File: src/rtl/simd_pkg.sv
// Shared types and helpers for the SIMD block scheduler.
// The lane-mask helper is sized for the widest supported lane count; callers take the low bits.
package simd_pkg;

    typedef enum logic [1:0] {
        IDLE,
        LAUNCH,
        RUN,
        FINISH
    } sched_state_t;

    localparam int unsigned NUM_LANES_DEFAULT = 4;
    localparam int unsigned MAX_LANES         = 64;

    // Enables the low min(remaining, lanes) lanes.
    function automatic logic [MAX_LANES-1:0] lane_mask(input logic [63:0] remaining,
                                                       input int unsigned lanes);
        logic [MAX_LANES-1:0] mask;
        mask = '0;
        for (int unsigned i = 0; i < MAX_LANES; i++) begin
            if (i < lanes && 64'(i) < remaining) begin
                mask[i] = 1'b1;
            end
        end
        return mask;
    endfunction

endpackage

File: src/rtl/simd_block_scheduler.sv
// Splits a kernel's thread count into NUM_LANES-wide blocks, issues one launch per block and
// waits for each block to retire; also counts kernel cycles (saturating).
module simd_block_scheduler
    import simd_pkg::*;
#(
    parameter int unsigned NUM_LANES = NUM_LANES_DEFAULT,
    parameter int unsigned CNT_W     = 32
) (
    input  logic                 clk,
    input  logic                 rst,
    input  logic                 start,
    input  logic [CNT_W-1:0]     total_threads,
    input  logic                 stall,
    input  logic                 block_done,
    output logic                 launch,
    output logic [NUM_LANES-1:0] threads,
    output logic [CNT_W-1:0]     bIdx,
    output logic                 busy,
    output logic                 done,
    output logic [CNT_W-1:0]     kernel_cycles
);

    localparam logic [CNT_W-1:0] LANES_C = CNT_W'(NUM_LANES);

    sched_state_t     state_q, state_d;
    logic [CNT_W-1:0] remaining_q, remaining_d;
    logic [CNT_W-1:0] bidx_q, bidx_d;
    logic [CNT_W-1:0] kcycles_q, kcycles_d;

    logic [MAX_LANES-1:0] full_mask;
    logic                 unused_mask_bits;

    always_comb begin
        state_d     = state_q;
        remaining_d = remaining_q;
        bidx_d      = bidx_q;
        kcycles_d   = kcycles_q;

        // Every non-idle cycle, FINISH included, counts toward the kernel.
        if (state_q != IDLE && kcycles_q != '1) begin
            kcycles_d = kcycles_q + CNT_W'(1);
        end

        unique case (state_q)
            IDLE: begin
                if (start) begin
                    kcycles_d = CNT_W'(1);
                    if (total_threads != '0) begin
                        remaining_d = total_threads;
                        bidx_d      = '0;
                        state_d     = LAUNCH;
                    end else begin
                        state_d = FINISH;
                    end
                end
            end
            LAUNCH: begin
                if (!stall) begin
                    state_d = RUN;
                end
            end
            RUN: begin
                if (block_done) begin
                    if (remaining_q <= LANES_C) begin
                        state_d = FINISH;
                    end else begin
                        remaining_d = remaining_q - LANES_C;
                        bidx_d      = bidx_q + CNT_W'(1);
                        state_d     = LAUNCH;
                    end
                end
            end
            FINISH: begin
                state_d = IDLE;
            end
            default: begin
                state_d = IDLE;
            end
        endcase
    end

    always_ff @(posedge clk or posedge rst) begin
        if (rst) begin
            state_q     <= IDLE;
            remaining_q <= '0;
            bidx_q      <= '0;
            kcycles_q   <= '0;
        end else begin
            state_q     <= state_d;
            remaining_q <= remaining_d;
            bidx_q      <= bidx_d;
            kcycles_q   <= kcycles_d;
        end
    end

    assign full_mask        = lane_mask(64'(remaining_q), NUM_LANES);
    assign unused_mask_bits = ^full_mask[MAX_LANES-1:NUM_LANES];

    assign launch        = (state_q == LAUNCH);
    assign busy          = (state_q != IDLE);
    assign done          = (state_q == FINISH);
    assign bIdx          = bidx_q;
    assign kernel_cycles = kcycles_q;
    assign threads       = (state_q == LAUNCH || state_q == RUN) ? full_mask[NUM_LANES-1:0] : '0;

endmodule

File: config.mk
export PLATFORM = sky130hd
export DESIGN_NAME = simd_block_scheduler
export DESIGN_NICKNAME = d
export VERILOG_FILES = /design/src/rtl/simd_pkg.sv /design/src/rtl/simd_block_scheduler.sv
export SDC_FILE = /design/constraint.sdc
export NUM_CORES = 1
export LEC_CHECK = 0
export BUFFER_PORTS_ARGS = -buffer_cell sky130_fd_sc_hd__clkbuf_2
export CAP_MARGIN = 10
export CORE_MARGIN = 3
export CORE_UTILIZATION = 55
export DETAILED_ROUTE_END_ITERATION = 7
export PLACE_DENSITY_LB_ADDON = 0.1
export SYNTH_ARGS = -nofsm -noshare
export SYNTH_HDL_FRONTEND = slang
export SYNTH_SLANG_ARGS = --single-unit
File: constraint.sdc
create_clock -name clk -period 5.9 [get_ports clk]
set_clock_uncertainty 0.05 [all_clocks]
set_input_delay 0.295 -clock clk [delete_from_list [all_inputs] [get_ports clk]]
set_output_delay 0.295 -clock clk [all_outputs]
set_load 0.01 [all_outputs]
==> results.sh <==
export IMPL_status="complete, no violations"
export IMPL_final_max_slew_viol_count=0
export IMPL_dr_pass1_iters=5
export IMPL_final_antenna_net_count=0
export IMPL_path_depth=9
export IMPL_synth_cell_types=64
export IMPL_min_path_type="in -> reg"
export IMPL_clkSinkCount=98
export IMPL_synthArstFlopShare_pct=100
export IMPL_fin_util_pct=64.4
export IMPL_share_comb_of_total_power_pct=44.0
export IMPL_cpPeakStageDelay_ps=540
export IMPL_tightest_slew_ps=1120
export IMPL_preCtsSetupSlack_ps=2420
export IMPL_setup_slack_ps=2400
export IMPL_cts_root_buffer="clkbuf_8"
export IMPL_synth_edff_count=0
export IMPL_tns_ps=0
export IMPL_drc_errors=0
export IMPL_cts_buffers=9
export IMPL_clkPwrFrac_pct=15.9
export IMPL_reg2reg_slack_ps=2400
export IMPL_setup_viol=0
export IMPL_place_gp_congestion=0.869
export IMPL_path_clk_slew_ps=100
export IMPL_std_cell_rows=37
export IMPL_max_freq_mhz=286
export IMPL_yosys_warnings=0
export IMPL_criticalPathCategory="reg -> reg"
export IMPL_cts_tree="built"
export IMPL_yosysSeqAreaShare_pct=41.8
export IMPL_max_cap_violations=0
export IMPL_fin_nets=820
export IMPL_drive_above_1_share_pct=18.5
export IMPL_period_share_pct=59.3
export IMPL_dieWidth_um=109
export IMPL_final_cells=915
export IMPL_core_area_um2=10400
export IMPL_syn_cell_area_um2=5870
export IMPL_cp_cell_sequence="inv_1 -> ha_1 -> nor4b_1 -> nand4_1 -> or3_1 -> nand3_2 -> buf_4 -> nor4_1 -> a211o_1"
export IMPL_vias=5756
export IMPL_swShare_pct=46.3
export IMPL_die_h_um=109
export IMPL_fin_hold_ws_ps=138
export IMPL_p_per_area_nw_per_um2=419
export IMPL_dpl_hpwl_mm=11.1
export IMPL_post_drt_wl_per_cell_um=17.2
export IMPL_critPathCapture="bIdx[9]"
export IMPL_top_level_ports=108
export IMPL_ys_ff_latch=98
export IMPL_fin_crit_ps=3500
export IMPL_r2r_start="state_q[0]"
export IMPL_gr_total_overflow=0
export IMPL_drtIter0Drc=463
export IMPL_antenna_found_initial=0
export IMPL_worstPathMaxFanout=44
export IMPL_wirelength_mm=15.7
export IMPL_clockBufferDepth=2
export IMPL_grt_pass1_vias=5286
export IMPL_p_sw_mw=1.30
export IMPL_die_area_um2=12000
export IMPL_internal_power_mw=1.50
export IMPL_required_ps=6110
export IMPL_grt_total_usage_pct=26.5
export IMPL_worst_path_buf_inv=2
export IMPL_crit_path_start_kind="flip-flop"
export IMPL_final_common_cell="clkbuf_2"
export IMPL_syn2layout_area_growth_pct=13.7
export IMPL_reg2reg_to="bIdx[9]"
export IMPL_cp_startpoint="state_q[0]"
export IMPL_p_seq_share_pct=40.2
export IMPL_end_kind="flip-flop"
export IMPL_postCtsSetupBuffers=0
export IMPL_crit_arrival_ps=3700
export IMPL_p_leak_nw=2.91
export IMPL_h_tree_depth=3
export IMPL_syn_area_per_cell_um2=8.60
export IMPL_diodes=0
export IMPL_cp_slowest_cell="or3_1"
export IMPL_place_area_um2=6470
export IMPL_maxSlewHeadroom_pct=25.0
export IMPL_place_inst=898
export IMPL_clk_latency_ps=360
export IMPL_grt_pass1_wl_mm=25.7
export IMPL_io_buffers=107
export IMPL_ir_drop_v=0.000216
export IMPL_design_area_um2=6680
export IMPL_rsz0062_at_grt="no"
export IMPL_synth_main_ff_cell="dfrtp_1"
export IMPL_critPathTopFamily="simple AND/OR/NAND/NOR gates"
export IMPL_hold_violations=0
export IMPL_start_util_pct=56.6
export IMPL_syn_nets=729
export IMPL_power_total_mw=2.80
export IMPL_synthCells=683
export IMPL_viasPerCell=6.29
export IMPL_final_cell_mix="clkbuf_2, dfrtp_1, nand2_1, nor2_1, a21oi_1"
export IMPL_rr_worst_depth=9
export IMPL_n_fill_cell=922
export IMPL_grt_max_degree=82
state kept, by name, indices dropped and copies added (netlist names):
name	count
bIdx	32
kernel_cycles	32
remaining_q	32
state_q	2
logic make-up after synthesis:
family	synth area share, %
flip-flops	41.8
adder cells (fa/ha/maj)	1.92
XOR/XNOR	3.88
buffers and inverters	3.64
multiplexers	1.41
AO/OA/AOI/OAI	16.7
AND/OR/NAND/NOR	30.7
metal layers:
metal	part of all wire [%]	global-route usage [%]
met3	5.5	3.17
met1	44	35.8
met5	0	0
met2	48	44.2
met4	1.9	9.44
cell usage after synthesis, drive strengths merged (15+ instances only):
master	count	area, um2
nand2	74	278
clkbuf	17	63.8
a21oi	42	210
nor4	21	144
dfrtp	98	2450
or3	17	110
nand3	37	185
nand4	34	213
inv	15	56.3
buf	16	93.8
o21ai	39	195
xor2	22	193
nor2	60	225
nor3	29	150
worst reg2reg max path, stage by stage (launching register included):
cell     delay [ps]
dfrtp_1         420
inv_1           100
ha_1            470
nor4b_1         330
nand4_1         150
or3_1           540
nand3_2         500
buf_4           490
nor4_1          110
a211o_1         240
timing repair:
| action | 4_1_cts | 5_1_grt |
|---|---|---|
| gates resized for setup | 0 | 0 |
| hold buffers | 1 | 0 |
| endpoints found under the hold margin | 17 | 0 |
worst min path at each step:
stage           from  slack, ps                end  cells after the start
2_1_floorplan  start        330   kernel_cycles[3]                      1
3_3_place_gp     rst        180  kernel_cycles[10]                      2
3_5_place_dp     rst        180  kernel_cycles[12]                      2
4_1_cts        start        100   kernel_cycles[3]                      2
5_1_grt        start        120   kernel_cycles[3]                      2
6_report       start        140   kernel_cycles[3]                      2
power groups by stage:
stage	clock (mW)	sequential (mW)	combinational [mW]
finish	0.444	1.12	1.23
global route	0.481	1.16	1.37
CTS	0.458	1.11	1.23
detailed placement	0	1.13	1.22
global placement	0	1.11	1.18
floorplan	0	1.09	0.889
cell type report:
type	instances	area (um2)	share of cell area [%]
inverters	15	58.8	0.881
clock inverters	5	62.6	0.937
repair buffers	113	583	8.73
clock buffers	11	131	1.97
flip-flops and latches	98	2450	36.7
well taps	136	170	2.55
multi-input cells	537	3220	48.2
No activity file was read; power rests on OpenSTA's default activity.
